**config.mk**
```make
export PLATFORM = sky130hd
export DESIGN_NAME = mul_ctrl
export DESIGN_NICKNAME = d
export VERILOG_FILES = /design/src/rtl/mul_pkg.sv /design/src/rtl/mul_ext.sv /design/src/rtl/mul_ctrl.sv
export SDC_FILE = /design/constraint.sdc
export NUM_CORES = 1
export LEC_CHECK = 0
export CAP_MARGIN = 20
export CORE_AREA = 4 4 186 188
export CTS_CLUSTER_DIAMETER = 120
export DETAILED_ROUTE_END_ITERATION = 8
export DIE_AREA = 0 0 190 192
export SYNTH_ARGS = -nofsm -noshare
export SYNTH_HDL_FRONTEND = slang
export SYNTH_SLANG_ARGS = --single-unit
```
**constraint.sdc**
```tcl
create_clock -name clock -period 15.6 [get_ports clock]
set_input_delay 3.12 -clock clock [delete_from_list [all_inputs] [get_ports clock]]
set_output_delay 3.12 -clock clock [all_outputs]
set_load 0.005 [all_outputs]
```
**src/rtl/mul_pkg.sv**
```systemverilog
// Shared definitions for the multiplier issue controller: op encoding,
// operand/product widths and the raw-op decoder.
package mul_pkg;

  localparam int MUL_OPW = 3;
  localparam int XLEN    = 64;
  localparam int OPND_W  = 66;
  localparam int PROD_W  = 132;

  typedef enum logic [MUL_OPW-1:0] {
    OP_MUL    = 3'd0,
    OP_MULH   = 3'd1,
    OP_MULHSU = 3'd2,
    OP_MULHU  = 3'd3,
    OP_MULW   = 3'd4
  } mul_op_e;

  // Reserved encodings 5-7 fold onto MUL so downstream logic only ever
  // sees the five legal ops.
  function automatic mul_op_e decode_op(input logic [MUL_OPW-1:0] raw);
    mul_op_e op;
    case (raw)
      3'd1:    op = OP_MULH;
      3'd2:    op = OP_MULHSU;
      3'd3:    op = OP_MULHU;
      3'd4:    op = OP_MULW;
      default: op = OP_MUL;
    endcase
    return op;
  endfunction

endpackage

```
**src/rtl/mul_ext.sv**
```systemverilog
// Operand extension: widens both 64-bit sources to 66 bits so a single
// signed 66x66 datapath covers signed, unsigned and mixed multiplies.
module mul_ext
  import mul_pkg::*;
(
  input  mul_op_e           op,
  input  logic [XLEN-1:0]   src1,
  input  logic [XLEN-1:0]   src2,
  output logic [OPND_W-1:0] x,
  output logic [OPND_W-1:0] y
);

  // Sign extension is the common case; unsigned/word ops override it.
  always_comb begin
    x = {{2{src1[63]}}, src1};
    y = {{2{src2[63]}}, src2};
    case (op)
      OP_MULHSU: y = {2'b00, src2};
      OP_MULHU: begin
        x = {2'b00, src1};
        y = {2'b00, src2};
      end
      OP_MULW: begin
        x = {{34{src1[31]}}, src1[31:0]};
        y = {{34{src2[31]}}, src2[31:0]};
      end
      default: ;
    endcase
  end

endmodule

```
**src/rtl/mul_ctrl.sv**
```systemverilog
// Issue-side controller for the pipelined radix-4 Booth multiplier.
// Registers extended operands into the datapath, tracks valid/op/tag for
// each datapath stage, and formats the 64-bit result from the product.
//
// Handshake: a transfer happens on a rising edge where valid and ready are
// both high. The producer holds valid and payload until it transfers;
// in_ready here is !out_valid | out_ready, so it depends combinationally on
// out_ready but never on in_valid. out_valid/out_data/out_tag stay stable
// while out_valid & !out_ready. flush (and reset) drop outstanding results
// without a transfer.
module mul_ctrl
  import mul_pkg::*;
#(
  parameter int LAT  = 2,
  parameter int TAGW = 6
) (
  input  logic               clock,
  input  logic               reset,
  input  logic               flush,
  input  logic               in_valid,
  output logic               in_ready,
  input  logic [MUL_OPW-1:0] in_op,
  input  logic [XLEN-1:0]    in_src1,
  input  logic [XLEN-1:0]    in_src2,
  input  logic [TAGW-1:0]    in_tag,
  output logic [OPND_W-1:0]  dp_x,
  output logic [OPND_W-1:0]  dp_y,
  output logic               dp_en,
  input  logic [PROD_W-1:0]  dp_prod,
  output logic               out_valid,
  input  logic               out_ready,
  output logic [XLEN-1:0]    out_data,
  output logic [TAGW-1:0]    out_tag
);

  logic              advance;
  logic              accept;
  mul_op_e           in_op_dec;
  logic [OPND_W-1:0] ext_x;
  logic [OPND_W-1:0] ext_y;
  logic [XLEN-1:0]   fmt_data;
  logic              unused_prod_hi;

  logic [LAT-1:0]    stg_v;
  mul_op_e           stg_op  [LAT];
  logic [TAGW-1:0]   stg_tag [LAT];

  // The whole pipe moves as one; a held result freezes every stage.
  assign advance   = !out_valid || out_ready;
  assign in_ready  = advance;
  assign dp_en     = advance;
  assign accept    = in_valid && advance;
  assign in_op_dec = decode_op(in_op);

  mul_ext u_ext (
    .op   (in_op_dec),
    .src1 (in_src1),
    .src2 (in_src2),
    .x    (ext_x),
    .y    (ext_y)
  );

  // Result selection for the op currently at the datapath output.
  always_comb begin
    fmt_data = dp_prod[63:0];
    case (stg_op[LAT-1])
      OP_MULH, OP_MULHSU, OP_MULHU: fmt_data = dp_prod[127:64];
      OP_MULW:                      fmt_data = {{32{dp_prod[31]}}, dp_prod[31:0]};
      default: ;
    endcase
  end

  // Top product bits only carry sign and are never selected.
  assign unused_prod_hi = ^dp_prod[PROD_W-1:128];

  // Valid bits: flush wins over advance; bubbles travel like ops.
  always_ff @(posedge clock or posedge reset) begin
    if (reset) begin
      stg_v     <= '0;
      out_valid <= 1'b0;
    end else if (flush) begin
      stg_v     <= '0;
      out_valid <= 1'b0;
    end else if (advance) begin
      stg_v[0] <= in_valid;
      for (int i = 1; i < LAT; i++) begin
        stg_v[i] <= stg_v[i-1];
      end
      out_valid <= stg_v[LAT-1];
    end
  end

  // Payload: operands/op/tag load on accept and shift on advance; the
  // output payload is held across a flush so it never glitches.
  always_ff @(posedge clock or posedge reset) begin
    if (reset) begin
      dp_x     <= '0;
      dp_y     <= '0;
      out_data <= '0;
      out_tag  <= '0;
      for (int i = 0; i < LAT; i++) begin
        stg_op[i]  <= OP_MUL;
        stg_tag[i] <= '0;
      end
    end else if (advance) begin
      if (accept) begin
        dp_x       <= ext_x;
        dp_y       <= ext_y;
        stg_op[0]  <= in_op_dec;
        stg_tag[0] <= in_tag;
      end
      for (int i = 1; i < LAT; i++) begin
        stg_op[i]  <= stg_op[i-1];
        stg_tag[i] <= stg_tag[i-1];
      end
      if (!flush) begin
        out_data <= fmt_data;
        out_tag  <= stg_tag[LAT-1];
      end
    end
  end

endmodule

```
==> metrics.md, run 1 <==
| Metric | Value |
|---|---|
| Area added between synthesis and finish | 62.49% |
| Slowest cell on the critical path | clkdlybuf4s50_1 |
| Slowest stage delay, CP | 470 ps |
| Total core area | 0.03311 mm² |
| Synth top area share | about three fifths |
| Max transition margin | 41.97% |
| Mapped Area | 0.009500 mm² |
| CP arrival | between 4000 and 5000 ps |
| WP data required | ~12000 ps |
| Die height | 192 µm |
| Pre-Repair DR Iteration Count | 4 |
| IO buf count | around 470 |
| Synth cell types | 36 |
| GPL Wtd Cong | 0.7674 |
| IO Pins | 479 |
| Leading cell types in the layout, fill and taps excluded | clkdlybuf4s50_1, dfrtp_1, o21ai_0 |
| DIE AREA | 0.03648 mm² |
| R2R depth | 6 |
| R2R Path Start | out_valid |
| Nets@finish | 1571 |
| Crit path top cell by count | clkdlybuf4s50_1 |
| R2R Setup Slk | 13230 ps |
| First-pass GRT wire length | 53590 µm |
| Yosys top cell by area | dfrtp_1 |
| Achievable Freq | 131.0 MHz |
| Maximum VDD drop | a little over 80 µV |
| Layout Skew | between 9 and 10 ps |
| Post-synthesis sequential area ratio | 58.21% |
| Worst-Skew Late Latency | approximately 530 ps |
| Syn_nets | around 1100 |
| Mapped Cells | 860 |
| Detailed Route WL | 35210 µm |
| CTS Hold Bufs | 0 |
| Num rows | 67 |
| Wirelength per Cell | 19.97 µm |
| Top cells by area, synth | dfrtp_1, mux2_2, o21ai_0, a21oi_1, nand2_1 |
| Hold crit path type | flip-flop to flip-flop |
| Sink Count | 221 |
| Final ANT Viol Nets | 0 |
| Hold Path Origin | stg_tag[5] |
| Antenna Cells | 0 |
| Largest delay share family, worst path | buffers and inverters |
| Vias in the first global route | 9034 |
| Crit path time final | 7633 ps |
| Htree depth | 1 |
| Fillers | 3089 |
| Endpoint class of the critical path | primary output |
| Largest net degree at the start of global routing | 115 |
| Syn_area_per_cell | 11.05 µm² |
| Worst Path Buf+Inv | 3 |
| Initial antenna violation count | 0 |
| Tcrit/Tclk final | 48.93% |
| Synthesis Warnings | 0 |
| Worst Path Max Fanout | 7 |
| Worst-path cell chain | clkdlybuf4s50_1 -> nor2b_4 -> clkinv_2 -> clkdlybuf4s50_1 |
| Placed Instance Area | 0.01454 mm² |
| RSZ-0062 raised after global routing | false |
| CTS Buf Count | 27 |
| Storage element area | 0.005530 mm² |
| Cell area after layout | 0.01544 mm² |
| TritonCTS clock tree | yes |
| Initial Util | 28.69% |
| Max Slew Vio Count | 0 |
| Clk buf depth | 3 |
| Final setup fails | 0 |
| All-Layer GR Usage | a little under a fifth |
| Multi-input gate area | 0.003561 mm² |
| Most common cell after layout, fill and taps aside | clkdlybuf4s50_1 |
| TNS Setup | 0 ps |
| Worst Setup Start Kind | input pin |
| CTS clk-pin slew, worst paths | 60 ps |
| CTS root buffer | clkbuf_16 |
| Hold Crit Depth | 2 |
| DR vias | 8523 |
| Worst R2R End | dp_x[59] |
| Drt via density | ~4.8 |
| Final Hold Fails | 0 |
| Hpwl dp | 23810 µm |
| Leak | 6.165 nW |
| Number of synthesized flops with an enable pin | 0 |
| Crit Path Category | input pin to primary output |
| Synth Register Bits | 221 |
| Die X | 190 µm |
| GRT overflow | 0 |
| Hold Path Sink | stg_tag[5] |
| Pwr/cell area | approximately 110 mW/mm² |
| Initial DRC count | roughly 410 |
| Status | completed |
| Post-synth top flop | dfrtp_1 |
| Drt drc | 0 |
| Max Cap Viol | 0 |
| Layout cell share with drive strength beyond 1 | 10.27% |
| Worst-margin pin slew | slightly below 900 ps |
| Cts repair resizes | 0 |
| Post-CTS Setup Inserts | 0 |
| Synth async-reset ratio | 100.0% |
==> how the worst max path moves through the flow <==
| stage | cells past startpoint | slack, ps | end | startpoint |
|---|---|---|---|---|
| 2_1_floorplan | 1 | 6430 | dp_x[0] | reset |
| 3_3_place_gp | 4 | 7960 | in_ready | out_ready |
| 3_5_place_dp | 4 | 7960 | dp_en | out_ready |
| 4_1_cts | 4 | 7950 | dp_en | out_ready |
| 5_1_grt | 4 | 7910 | in_ready | out_ready |
| 6_report | 4 | 7970 | dp_en | out_ready |
==> area by class of cell <==
cell class	count	area share [%]
clock buffer	38	4.968
clock inverter	9	0.8429
inverter	4	0.1540
multi-input combinational	553	23.07
sequential	221	35.82
tap	448	3.631
timing repair buffer	490	31.51
==> metal layers <==
| metal | part of all wire [%] | vias to the layer above | global-route usage, % |
|---|---|---|---|
| li1 | - | 3941 | - |
| met1 | 38 | 4164 | 21.72 |
| met4 | 2.2 | 0 | 4.563 |
| met5 | 0 | - | 0 |
| met3 | 10 | 53 | 6.925 |
| met2 | 49 | 365 | 31.45 |
==> report_power, final <==
part           internal (mW)  switching [mW]
logic                  0.242           0.149
registers              0.648          0.0402
clock network          0.390           0.251
total                   1.28           0.440
==> tightest hold or removal path: stages (launching register included) <==
cell and delay, ps:
dfrtp_1 330, nand2_1 50, nand2_1 50
==> synth_stat cells (2+ instances only) <==
library cell	number
dfrtp_1	221
o21ai_0	120
a21oi_1	100
nand2_1	96
mux2_2	63
clkbuf_1	37
a31oi_1	33
o32a_1	32
and2_1	27
buf_2	23
a21boi_0	21
o21ai_1	14
buf_4	13
mux2_1	13
a21boi_1	11
buf_6	6
and2_0	5
clkbuf_2	3
inv_1	2
nand2b_1	2
nor2_1	2
nor4bb_1	2
==> metrics by stage <==
stage	worst slack (ps)	total power [mW]	utilization [%]	instances	hold slack [ps]
final	7967	1.720	46.62	1763	466.0
after global routing	7915	1.813	46.62	1763	480.8
after CTS	7948	1.755	46.62	1763	466.7
after detailed placement	7955	1.096	43.91	1716	453.2
after global placement	7965	1.090	43.91	1716	445.8
after floorplan	6431	0.8347	-	860	433.1
==> cells by family (layout without fill, tap and decap cells) <==
logic type	count (synthesis)	count (layout)	share of synthesized area, %
flip-flops	221	221	58.21
AND/OR/NAND/NOR	141	141	6.993
multiplexers	76	76	9.008
buffers and inverters	86	541	4.741
AO/OA/AOI/OAI	336	336	21.05
==> state kept, by name (all words and copies together) (netlist names) <==
name	cells
out_tag	6
stg_op	6
out_data	64
dp_y	65
stg_tag	12
dp_x	65
stg_v	2
out_valid	1
No activity file was read; power rests on OpenSTA's default activity.
==> run 2, diff against run 1 <==
==> constraint.sdc (replaced) <==
create_clock -name clock -period 6.9 [get_ports clock]
set_input_delay 1.38 -clock clock [delete_from_list [all_inputs] [get_ports clock]]
set_output_delay 1.38 -clock clock [all_outputs]
set_load 0.005 [all_outputs]
==> metrics.md, run 2 (same netlist as run 1, synthesis figures left out) <==
| Metric | Value |
|---|---|
| Status | completed (unchanged) |
| Crit path top cell by count | clkdlybuf4s50_1 (unchanged) |
| Endpoint class of the critical path | primary output (unchanged) |
| CP arrival | 3320 ps (was 4510 ps) |
| Initial Util | 28.69% (unchanged) |
| Crit Path Category | input pin to primary output (unchanged) |
| Layout Skew | 9.613 ps (was 9.537 ps) |
| CP startpoint | out_ready (unchanged) |
| CTS Buf Count | 27 (unchanged) |
| Slowest cell on the critical path | buf_4 (was clkdlybuf4s50_1) |
| Top Registers | dp_x: 65 flops, dp_y: 65 flops, out_data: 64 flops (unchanged) |
| DIE AREA | 0.03648 mm² (unchanged) |
| Max transition margin | 33.30% (was 41.97%) |
| Finished Layout Cells | 1765 (was 1763) |
| Multi-input gate area | 0.003561 mm² (unchanged) |
| TritonCTS clock tree | yes (unchanged) |
| Clk buf depth | 3 (unchanged) |
| Initial antenna violation count | 1 (was 0) |
| Total core area | 0.03311 mm² (unchanged) |
| Nets@finish | 1572 (was 1571) |
| TNS Setup | 0 ps (unchanged) |
| IO Pins | 479 (unchanged) |
| GRT overflow | 0 (unchanged) |
| IO buf count | 474 (unchanged) |
| Final ANT Viol Nets | 0 (unchanged) |
| Post-CTS Setup Inserts | 0 (unchanged) |
| Most common cell after layout, fill and taps aside | clkdlybuf4s50_1 (unchanged) |
| Layout cell share with drive strength beyond 1 | 10.40% (was 10.27%) |
| Hold Crit Depth | 2 (unchanged) |
| Storage element area | 0.005530 mm² (unchanged) |
| Final setup fails | 0 (unchanged) |
| PnR Total Power | 3.883 mW (was 1.720 mW) |
| Worst Path Buf+Inv | 4 (was 3) |
| Int Pwr | 2.909 mW (was 1.280 mW) |
| Num rows | 67 (unchanged) |
| Hold crit path type | flip-flop to flip-flop (unchanged) |
| Vias in the first global route | 9031 (was 9034) |
| Worst-Skew Late Latency | 520 ps (was 530 ps) |
| Hold Path Sink | stg_tag[4] (was stg_tag[5]) |
| Largest delay share family, worst path | buffers and inverters (unchanged) |
| Worst Path Max Fanout | 82 (was 7) |
| GPL Wtd Cong | 0.7618 (was 0.7674) |
| CTS clk-pin slew, worst paths | 60 ps (about the same) |
| Drt drc | 0 (unchanged) |
| GRT met3 Usage | 6.270% (was 6.925%) |
| Htree depth | 1 (unchanged) |
| Worst-margin pin slew | 998.2 ps (was 870.4 ps) |
| Fillers | 3135 (was 3089) |
| Cts repair resizes | 0 (unchanged) |
| Leak | 6.180 nW (was 6.165 nW) |
| Sink Count | 221 (unchanged) |
| Worst-path cell chain | clkdlybuf4s50_1 -> nor2b_4 -> buf_4 -> clkinv_2 -> clkdlybuf4s50_1 (was clkdlybuf4s50_1 -> nor2b_4 -> clkinv_2 -> clkdlybuf4s50_1) |
| Switching power | 973.8 µW (was 440.2 µW) |
| Sequential Power Share | 40.1% (was 40.0%) |
| DR vias | 8467 (was 8523) |
| Largest net degree at the start of global routing | 117 (was 115) |
| First-pass GRT wire length | 52920 µm (was 53590 µm) |
| Max Cap Viol | 0 (unchanged) |
| Combinational share of power | 22.8% (was 22.7%) |
| Drt via density | 4.797 (was 4.834) |
| WP data required | 5520 ps (was 12480 ps) |
| Slowest stage delay, CP | 660 ps (was 470 ps) |
| Met2 Use GR | 30.83% (was 31.45%) |
| Cell total after placement | 1717 (was 1716) |
| Met1 usage | 22.14% (was 21.72%) |
| Worst Setup Start Kind | input pin (unchanged) |
| CTS root buffer | clkbuf_16 (unchanged) |
| Worst R2R End | dp_y[53] (was dp_x[59]) |
| Pwr/cell area | 250.9 mW/mm² (was 111.4 mW/mm²) |
| Area added between synthesis and finish | 62.94% (was 62.49%) |
| Most Crowded Layer GR | met2 (unchanged) |
| Hold Path Origin | stg_tag[4] (was stg_tag[5]) |
| Initial DRC count | 302 (was 412) |
| All-Layer GR Usage | 18.07% (was 18.30%) |
| Hpwl dp | 23600 µm (was 23810 µm) |
| Crit path time final | 4698 ps |
| Maximum VDD drop | 163.1 µV (was 82.66 µV) |
| Clk pwr share | 37.1% (was 37.3%) |
| Sw frac | 25.08% (was 25.59%) |
| R2R Setup Slk | 3860 ps (was 13230 ps) |
| Max Slew Vio Count | 0 (unchanged) |
| Detailed Route WL | 34890 µm (was 35210 µm) |
| Pre-Repair DR Iteration Count | 4 (unchanged) |
| Tcrit/Tclk final | 68.09% |
| Achievable Freq | around 210 MHz |
| Leading cell types in the layout, fill and taps excluded | clkdlybuf4s50_1, dfrtp_1, o21ai_0 (unchanged) |
| Final Hold Fails | 0 (unchanged) |
| RSZ-0062 raised after global routing | false (unchanged) |
| CTS Hold Bufs | 0 (unchanged) |
| R2R depth | 7 (was 6) |
| Die X | 190 µm (unchanged) |
| Wirelength per Cell | 19.77 µm (was 19.97 µm) |
| Antenna Cells | 0 (unchanged) |
| R2R Path Start | out_valid (unchanged) |
| Die height | 192 µm (unchanged) |
-- run 2: power by group through the flow --
stage | sequential (mW) | combinational, mW | clock, mW
floorplan | 1.58 | 0.303 | 0
global placement | 1.57 | 0.892 | 0
detailed placement | 1.58 | 0.895 | 0
CTS | 1.56 | 0.900 | 1.49
global route | 1.58 | 0.960 | 1.54
finish | 1.56 | 0.884 | 1.44
-- run 2: layout make-up --
cell class                      count  share of cell area, %
Inverter                            4                 0.1293
Sequential cell                   221                  35.73
Clock buffer                       43                  5.399
Timing Repair Buffer              491                  31.64
Multi-Input combinational cell    553                  23.00
Clock inverter                      5                 0.4850
Tap cell                          448                  3.621
-- run 2: worst max path at each step --
stage	endpoint	slack [ps]	cells after the start
after floorplan	dp_x[0]	2640	1
after global placement	in_ready	2130	5
after detailed placement	in_ready	2130	5
after CTS	in_ready	2130	5
after global routing	in_ready	2070	5
final	in_ready	2200	5
-- run 2: stage by stage --
stage / utilization [%] / area [µm²] / hold slack (ps) / worst slack [ps]
after floorplan: - / 9504 / 433.1 / 2638
after global placement: 44.00 / 14570 / 446.3 / 2127
after detailed placement: 44.00 / 14570 / 450.3 / 2131
after CTS: 46.75 / 15480 / 463.1 / 2133
after global routing: 46.75 / 15480 / 488.1 / 2065
final: 46.75 / 15480 / 460.8 / 2202
-- run 2: worst register-to-register path, stage by stage (launching register included) --
cell and delay [ps]:
dfrtp_1 360, nor2b_4 140, buf_4 660, clkinv_2 230, buf_4 360, nand2_2 480
buf_4 490, o21ai_0 190
-- run 2: metal layers --
layer / vias to the layer above / routed length [µm]
met5: - / 13
met4: 2 / 675
met3: 46 / 3352
met2: 350 / 16860
met1: 4123 / 13990
li1: 3946 / -
==> run 3, diff against run 2 <==
==> constraint.sdc (replaced) <==
create_clock -name clock -period 4.14 [get_ports clock]
set_input_delay 0.828 -clock clock [delete_from_list [all_inputs] [get_ports clock]]
set_output_delay 0.828 -clock clock [all_outputs]
set_load 0.005 [all_outputs]
==> metrics.md, run 3 (same netlist as run 1, synthesis figures left out) <==
| Metric | Value |
|---|---|
| Crit path time final | 3027 ps |
| PnR Total Power | 6.486 mW (was 3.883 mW) |
| Top Registers | dp_x: 65 flops, dp_y: 65 flops, out_data: 64 flops (unchanged) |
| Initial DRC count | 336 (was 302) |
| Die X | 190 µm (unchanged) |
| Worst-margin pin slew | 778.8 ps (was 998.2 ps) |
| Slowest cell on the critical path | clkdlybuf4s50_1 (was buf_4) |
| First-pass GRT wire length | 53410 µm (was 52920 µm) |
| Vias in the first global route | 9137 (was 9031) |
| Total core area | 0.03311 mm² (unchanged) |
| Max Cap Viol | 0 (unchanged) |
| Max Slew Vio Count | 0 (unchanged) |
| Endpoint class of the critical path | primary output (unchanged) |
| CTS root buffer | clkbuf_16 (unchanged) |
| Pwr/cell area | 416.8 mW/mm² (was 250.9 mW/mm²) |
| Tcrit/Tclk final | between 70% and 80% |
| Hpwl dp | 24260 µm (was 23600 µm) |
| Placed Instance Area | 0.01464 mm² (was 0.01457 mm²) |
| Worst Setup Start Kind | input pin (unchanged) |
| Cell total after placement | 1722 (was 1717) |
| Crit path top cell by count | clkdlybuf4s50_1 (unchanged) |
| Most common cell after layout, fill and taps aside | clkdlybuf4s50_1 (unchanged) |
| Largest delay share family, worst path | buffers and inverters (unchanged) |
| Leak | 6.220 nW (was 6.180 nW) |
| Hold crit path type | flip-flop to flip-flop (unchanged) |
| Clk buf depth | 3 (unchanged) |
| Detailed Route WL | 35220 µm (was 34890 µm) |
| Wirelength per Cell | 19.88 µm (was 19.77 µm) |
| CP arrival | 2200 ps (was 3320 ps) |
| Drt via density | 4.840 (was 4.797) |
| GPL Wtd Cong | 0.7705 (was 0.7618) |
| Pre-Repair DR Iteration Count | 5 (was 4) |
| DR vias | 8572 (was 8467) |
| Maximum VDD drop | 304.0 µV (was 163.1 µV) |
| Storage element area | 0.005530 mm² (unchanged) |
| Worst Path Max Fanout | 7 (was 82) |
| Final setup fails | 0 (unchanged) |
| Cell area after layout | 0.01556 mm² (was 0.01548 mm²) |
| CTS Hold Bufs | 0 (unchanged) |
| Layout cell share with drive strength beyond 1 | 10.66% (was 10.40%) |
| Fillers | 3062 (was 3135) |
| All-Layer GR Usage | 18.21% (was 18.07%) |
| CTS Buf Count | 26 (was 27) |
| DIE AREA | 0.03648 mm² (unchanged) |
| RSZ-0062 raised after global routing | false (unchanged) |
| IO buf count | 474 (unchanged) |
| CTS clk-pin slew, worst paths | 60 ps (about the same) |
| Status | completed (unchanged) |
| Achievable Freq | 330.4 MHz |
| Initial Util | 28.69% (unchanged) |
| Cts repair resizes | 0 (unchanged) |
| TritonCTS clock tree | yes (unchanged) |
| Area added between synthesis and finish | 63.81% (was 62.94%) |
| WP data required | 3310 ps (was 5520 ps) |
| Final ANT Viol Nets | 0 (unchanged) |
| Post-CTS Setup Inserts | 0 (unchanged) |
| Sink Count | 221 (unchanged) |
| Worst Path Buf+Inv | 3 (was 4) |
| Nets@finish | 1577 (was 1572) |
| Initial antenna violation count | 0 (was 1) |
| Crit Path Category | input pin to primary output (unchanged) |
| Slowest stage delay, CP | 470 ps (was 660 ps) |
| Final Hold Fails | 0 (unchanged) |
| Largest net degree at the start of global routing | 105 (was 117) |
| Leading cell types in the layout, fill and taps excluded | clkdlybuf4s50_1, dfrtp_1, o21ai_0 (unchanged) |
| GRT overflow | 0 (unchanged) |
| Finished Layout Cells | 1771 (was 1765) |
| Antenna Cells | 0 (unchanged) |
| TNS Setup | 0 ps (unchanged) |
| Htree depth | 1 (unchanged) |
| Num rows | 67 (unchanged) |
| Layout Skew | 6.809 ps (was 9.613 ps) |
| IO Pins | 479 (unchanged) |
| Max transition margin | 47.96% (was 33.30%) |
| Fin util | 47.00% (was 46.75%) |
| Worst-path cell chain | clkdlybuf4s50_1 -> nor2b_4 -> clkinv_2 -> clkdlybuf4s50_1 (was clkdlybuf4s50_1 -> nor2b_4 -> buf_4 -> clkinv_2 -> clkdlybuf4s50_1) |
| Multi-input gate area | 0.003561 mm² (unchanged) |
| Worst-Skew Late Latency | 530 ps (was 520 ps) |
| Drt drc | 0 (unchanged) |
| Die height | 192 µm (unchanged) |
-- run 3: final cells by class --
| class | count | share of cell area (%) |
|---|---|---|
| clock buffer | 41 | 5.065 |
| clock inverter | 7 | 0.7075 |
| inverter | 4 | 0.1286 |
| multi-input combinational | 553 | 22.88 |
| sequential | 221 | 35.54 |
| tap | 448 | 3.602 |
| timing repair buffer | 497 | 32.08 |
-- run 3: tightest hold or removal path, stage by stage, from the launching register on --
cell and delay (ps):
dfrtp_1 330, nand2_1 50, nand2_1 50
-- run 3: through the flow --
stage	hold slack [ps]	worst slack, ps
after CTS	467.6	1099
after floorplan	433.1	429.9
after detailed placement	454.0	940.0
after global routing	494.3	1064
after global placement	449.7	1022
final	464.0	1113
-- run 3: power breakdown --
| group | switching (mW) | leakage, nW | internal, mW |
|---|---|---|---|
| clock | 0.920 | 0.443 | 1.49 |
| sequential | 0.156 | 2.61 | 2.44 |
| combinational | 0.561 | 3.17 | 0.922 |
| total | 1.64 | 6.22 | 4.85 |
-- run 3: final timing paths --
path / from / end / slack (ps) / cells past startpoint
worst max register to register: out_valid / out_data[50] / 2000 / 6
worst min register to register: stg_op[3] / stg_op[0] / 460 / 2
min in group asynchronous: reset / out_data[4] / 680 / 2
worst min-delay path: stg_op[3] / stg_op[0] / 460 / 2
worst max-delay path: out_ready / in_ready / 1110 / 4
max in group asynchronous: reset / dp_y[6] / 2480 / 3
-- run 3: layer usage --
layer  global-route usage [%]  vias to the layer above  routed length (µm)
met3                    6.416                       44                3448
li1                         -                     3957                   -
met1                    21.65                     4211               13880
met2                    31.77                      360               17220
met5                        0                        -                   0
met4                    4.229                        0                 673
